File: src/rtl/bitops_serial_tx.sv
// Parallel-to-serial transmitter: start bit, LSB-first data, optional even parity, stop bit.
// Define BITOPS_TX_PARITY_EN to build the PARITY state and parity register.
module bitops_serial_tx #(
    parameter int WIDTH = 4,
    parameter int DIV   = 4
) (
    input  logic             clock,
    input  logic             reset,
    input  logic             io_in_valid,
    output logic             io_in_ready,
    input  logic [WIDTH-1:0] io_in_data,
    output logic             io_tx,
    output logic             io_busy,
    output logic             io_done
);

    localparam int         BW       = (WIDTH > 1) ? $clog2(WIDTH) : 1;
    localparam logic [7:0] DIV_LAST = 8'(DIV - 1);
    localparam logic [BW-1:0] BIT_LAST = BW'(WIDTH - 1);

`ifdef BITOPS_TX_PARITY_EN
    typedef enum logic [2:0] {IDLE, START, DATA, STOP, PARITY} state_t;
`else
    typedef enum logic [2:0] {IDLE, START, DATA, STOP} state_t;
`endif

    state_t            state, state_nxt;
    logic [7:0]        div_cnt, div_nxt;
    logic [BW-1:0]     bit_cnt, bit_nxt;
    logic [WIDTH-1:0]  shift, shift_nxt;
    logic              tx_nxt, busy_nxt, done_nxt;
    logic              bit_end;
`ifdef BITOPS_TX_PARITY_EN
    logic              par, par_nxt;
`endif

    assign bit_end     = (div_cnt == DIV_LAST);
    assign io_in_ready = (state == IDLE);

    always_comb begin
        state_nxt = state;
        div_nxt   = div_cnt;
        bit_nxt   = bit_cnt;
        shift_nxt = shift;
`ifdef BITOPS_TX_PARITY_EN
        par_nxt   = par;
`endif
        case (state)
            IDLE: begin
                if (io_in_valid) begin
                    shift_nxt = io_in_data;
`ifdef BITOPS_TX_PARITY_EN
                    par_nxt   = ^io_in_data;
`endif
                    div_nxt   = 8'd0;
                    bit_nxt   = '0;
                    state_nxt = START;
                end
            end
            START: begin
                if (bit_end) begin
                    div_nxt   = 8'd0;
                    state_nxt = DATA;
                end else begin
                    div_nxt = div_cnt + 8'd1;
                end
            end
            DATA: begin
                if (bit_end) begin
                    div_nxt   = 8'd0;
                    shift_nxt = shift >> 1;
                    if (bit_cnt == BIT_LAST) begin
                        bit_nxt = '0;
`ifdef BITOPS_TX_PARITY_EN
                        state_nxt = PARITY;
`else
                        state_nxt = STOP;
`endif
                    end else begin
                        bit_nxt = bit_cnt + 1'b1;
                    end
                end else begin
                    div_nxt = div_cnt + 8'd1;
                end
            end
`ifdef BITOPS_TX_PARITY_EN
            PARITY: begin
                if (bit_end) begin
                    div_nxt   = 8'd0;
                    state_nxt = STOP;
                end else begin
                    div_nxt = div_cnt + 8'd1;
                end
            end
`endif
            STOP: begin
                if (bit_end) begin
                    div_nxt   = 8'd0;
                    state_nxt = IDLE;
                end else begin
                    div_nxt = div_cnt + 8'd1;
                end
            end
            default: state_nxt = IDLE;
        endcase

        // Outputs are registered, so they are decoded from the next state.
        tx_nxt = 1'b1;
        case (state_nxt)
            START:  tx_nxt = 1'b0;
            DATA:   tx_nxt = shift_nxt[0];
`ifdef BITOPS_TX_PARITY_EN
            PARITY: tx_nxt = par_nxt;
`endif
            default: tx_nxt = 1'b1;
        endcase
        busy_nxt = (state_nxt != IDLE);
        done_nxt = (state_nxt == STOP) && (div_nxt == DIV_LAST);
    end

    always_ff @(posedge clock or negedge reset) begin
        if (!reset) begin
            state   <= IDLE;
            div_cnt <= 8'd0;
            bit_cnt <= '0;
            shift   <= '0;
`ifdef BITOPS_TX_PARITY_EN
            par     <= 1'b0;
`endif
            io_tx   <= 1'b1;
            io_busy <= 1'b0;
            io_done <= 1'b0;
        end else begin
            state   <= state_nxt;
            div_cnt <= div_nxt;
            bit_cnt <= bit_nxt;
            shift   <= shift_nxt;
`ifdef BITOPS_TX_PARITY_EN
            par     <= par_nxt;
`endif
            io_tx   <= tx_nxt;
            io_busy <= busy_nxt;
            io_done <= done_nxt;
        end
    end

endmodule

File: config.mk
export PLATFORM = sky130hd
export DESIGN_NAME = bitops_serial_tx
export DESIGN_NICKNAME = d
export VERILOG_FILES = /design/src/rtl/bitops_serial_tx.sv
export SDC_FILE = /design/constraint.sdc
export NUM_CORES = 1
export LEC_CHECK = 0
export CAP_MARGIN = 5
export CORE_AREA = 3 3 52 54
export CTS_CLUSTER_SIZE = 30
export DETAILED_ROUTE_END_ITERATION = 16
export DIE_AREA = 0 0 55 57
export HOLD_SLACK_MARGIN = 0.05
export PLACE_DENSITY_LB_ADDON = 0.3
export RECOVER_POWER = 50
export SLEW_MARGIN = 5
export SYNTH_ARGS = -nofsm -noshare
export SYNTH_HDL_FRONTEND = slang
export SYNTH_SLANG_ARGS = --single-unit
File: constraint.sdc
create_clock -name clock -period 1.7 [get_ports clock]
set_input_delay 0.17 -clock clock [delete_from_list [all_inputs] [get_ports clock]]
set_output_delay 0.17 -clock clock [all_outputs]
set_load 0.02 [all_outputs]
==> results.ini <==
[layout]
nFillCells = 181
multiInputGateArea_um2 = 654
area_growth_pct = 42.5
diodes = 0
fin_area_mm2 = 0.00160
final_nets = 171
drive_gt1_share_pct = 32.9
seqCellArea_um2 = 502
final_util_pct = 70.9

[placed_design]
post-place-ws_ns = -0.152
hpwlAfterDp_um = 2060
routabilityCongestion = 0.880
io_buffers = 10
placed_area_mm2 = 0.00145

[route]
vias = 1059
drt_iter0_drc = 39
drc_errors = 0
wire_per_inst_um = 15.4
ant_nets = 0
maxUsedRoutingLayer = met4
viasPerCell = 5.60
wl_met2_um = 1350
firstDrtPassIters = 4
wl_met3_um = 113
routed_wl_um = 2900
drt-met1-wl_um = 1390

[power_and_ir_drop]
p_per_area_mw_per_mm2 = 780
pwr-share-clk_pct = 22.5
p_comb_share_pct = 32.6
net-switching-power_w = 0.000372
p_seq_share_pct = 44.9
swShare_pct = 29.9
p_leak_nw = 0.702
p_int_w = 0.000874
vdd_drop_max_mv = 0.599

[setup_path]
worstPathRequired_ns = 1.90
end_kind = flip-flop
crit_fanout = 5
critPathKind = reg2reg
start_kind = flip-flop
worstPathArrival_ns = 1.99

[die]
fp-row-count = 17
die_h_um = 57
core_mm2 = 0.00225
die-area_mm2 = 0.00314
start_util_pct = 49.7
die_w_um = 55
pin_count = 11

[sta]
worst_pin_slew_ns = 1.07
finalCritPeriodShare_pct = 105
post-route-min-period_ns = 1.79
whs_ns = 0.507
rsz0062_at_grt = true
hold_viol_final = 0
max_freq_ghz = 0.559
report.final.slew_viol_count = 0
setup_viol = 4
relSlewSlack_pct = 28.6
fin_skew_ns = 0.00742
worst_slack_ns = -0.0895

[logic_synthesis]
yosys_most_used_dff = dfrtp_1
syn-num-nets = 128
syn_area_mm2 = 0.00112
synth_warnings = 0
synth_seq_cells = 20
synth_edf_count = 0
syn_inst = 119
synthDistinctLibCells = 41
synth-async-reset-ratio_pct = 100
yosysSeqAreaShare_pct = 44.8
syn-mean-instance-area_um2 = 9.42

[clock_tree]
cts_root_buf = clkbuf_4
path_clk_slew_ns = 0.12
cts_inserted_buffers = 3
cts.sink_count = 20
cts_max_level = 1
cts_tree = done
clockBufferDepth = 2
clk_latency_ns = 0.30

[global_routing]
grt_pass1_wl_um = 4640
antenna_found_initial = 0
track_usage_pct = 19.7
first_global_vias = 1036
grt_max_degree = 21
grt.overflow.total = 0

[job]
max-cap-violations = 0

[run_status]
status = complete, but fails checks
violations = setup timing

[hold_path]
hp-class = in2reg

-- routing by layer --
| metal | up-vias | track usage (%) |
|---|---|---|
| met5 | - | 0 |
| met4 | 0 | 3.13 |
| met3 | 6 | 3.13 |
| met2 | 31 | 30.6 |
| met1 | 505 | 29.3 |
| li1 | 517 | - |
-- through the flow --
stage               TNS, ns  total power (W)  instances
global route         -0.624          0.00132        189
global placement    -0.0645         0.000892        181
finish               -0.238          0.00125        189
detailed placement   -0.483         0.000913        181
floorplan            -0.199         0.000744        119
CTS                  -0.258          0.00122        189
-- cell usage after synthesis (all sizes together) (2+ instances only) --
master   n  area (um2)
dfrtp   19         475
nand2   13        48.8
o21ai   12        60.1
nor2    10        40.0
inv      6        22.5
nand3    5        25.0
nor3     5        30.0
nor2b    4        25.0
buf      3        15.0
a21oi    2        10.0
a221o    2        20.0
a22o     2        17.5
a22oi    2        15.0
a32o     2        20.0
ha       2        25.0
mux2i    2        20.0
nand4    2        12.5
o211ai   2        15.0
o21bai   2        15.0
or2      2        12.5
xnor2    2        17.5
-- flip-flops by register name, indices dropped and copies added (netlist names) --
name / flops
div_cnt: 8
shift: 4
state: 3
bit_cnt: 2
io_busy: 1
io_done: 1
io_tx: 1
-- worst max-delay path, cell delays in order (launching register included) --
cell and delay, ns:
dfrtp_1 0.43, o21bai_1 0.27, a221o_1 0.31, a22o_1 0.22, a2111o_1 0.29, nor4_2 0.16
-- path summary, 6_finish.rpt --
path / endpoint / start / slack, ns / depth (start not counted)
min in group asynchronous: shift[0]$_DFF_PN0_ / reset / 0.57 / 2
max reg2reg: io_done$_DFF_PN0_ / state[2]$_DFF_PN0_ / -0.09 / 5
min reg2reg: bit_cnt[0]$_DFFE_PN0P_ / bit_cnt[0]$_DFFE_PN0P_ / 0.51 / 1
max: io_done$_DFF_PN0_ / state[2]$_DFF_PN0_ / -0.09 / 5
min: shift[3]$_DFFE_PN0P_ / io_in_data[3] / 0.51 / 2
max in group asynchronous: div_cnt[4]$_DFF_PN0_ / reset / 0.49 / 2
-- final cells by class --
type                       instances  area share (%)
multi-input combinational         89            41.0
tap                               28            2.19
sequential                        20            31.4
inverter                           6            1.41
timing repair buffer              42            21.8
clock buffer                       4            2.27
-- cell families after synthesis --
group / Yosys count / share of synthesized area [%]
and+or+nand+nor: 47 / 22.9
AOI/OAI and AO/OA: 35 / 22.8
DFF: 20 / 44.8
buffers and inverters: 10 / 3.68
adders and majority gates: 2 / 2.23
xor gates and xnor gates: 2 / 1.56
muxes: 2 / 1.79
other: 1 / 0.335
-- power by group through the flow --
stage	registers, W	logic, W	clock network (W)
after detailed placement	0.000564	0.000349	0
after global routing	0.000566	0.000441	0.000313
after CTS	0.000555	0.000374	0.000287
after global placement	0.000557	0.000335	0
final	0.000559	0.000407	0.000280
after floorplan	0.000571	0.000173	0
-- cells in the final DEF, fill, tap and decap left out, types with 2 or more instances in the layout --
| master | synthesis | final |
|---|---|---|
| o21bai_1 | 2 | 2 |
| clkdlybuf4s50_1 | 0 | 8 |
| a22o_1 | 2 | 2 |
| nor2_2 | 1 | 2 |
| o21ai_1 | 0 | 6 |
| xnor2_1 | 2 | 2 |
| buf_4 | 0 | 28 |
| nor2b_1 | 4 | 4 |
| nand3_1 | 5 | 4 |
| nand4_1 | 2 | 2 |
| dfrtp_1 | 19 | 19 |
| nor3_1 | 4 | 3 |
| nand2_1 | 13 | 13 |
| a221o_1 | 2 | 2 |
| a32o_1 | 2 | 2 |
| nor3_2 | 1 | 2 |
| nor2_1 | 9 | 8 |
| o211ai_1 | 2 | 2 |
| or2_2 | 2 | 2 |
| a21oi_1 | 2 | 2 |
| clkbuf_4 | 0 | 3 |
| buf_6 | 0 | 3 |
| inv_1 | 6 | 6 |
| o21ai_0 | 12 | 5 |
-- repair_timing --
item,CTS,global route
buffers inserted,4,0
setup endpoints to repair,11,16
hold buffers,0,0
resized for setup,6,19
pin swaps,5,4
endpoints found under the hold margin,0,0
No activity file was read; power rests on OpenSTA's default activity.
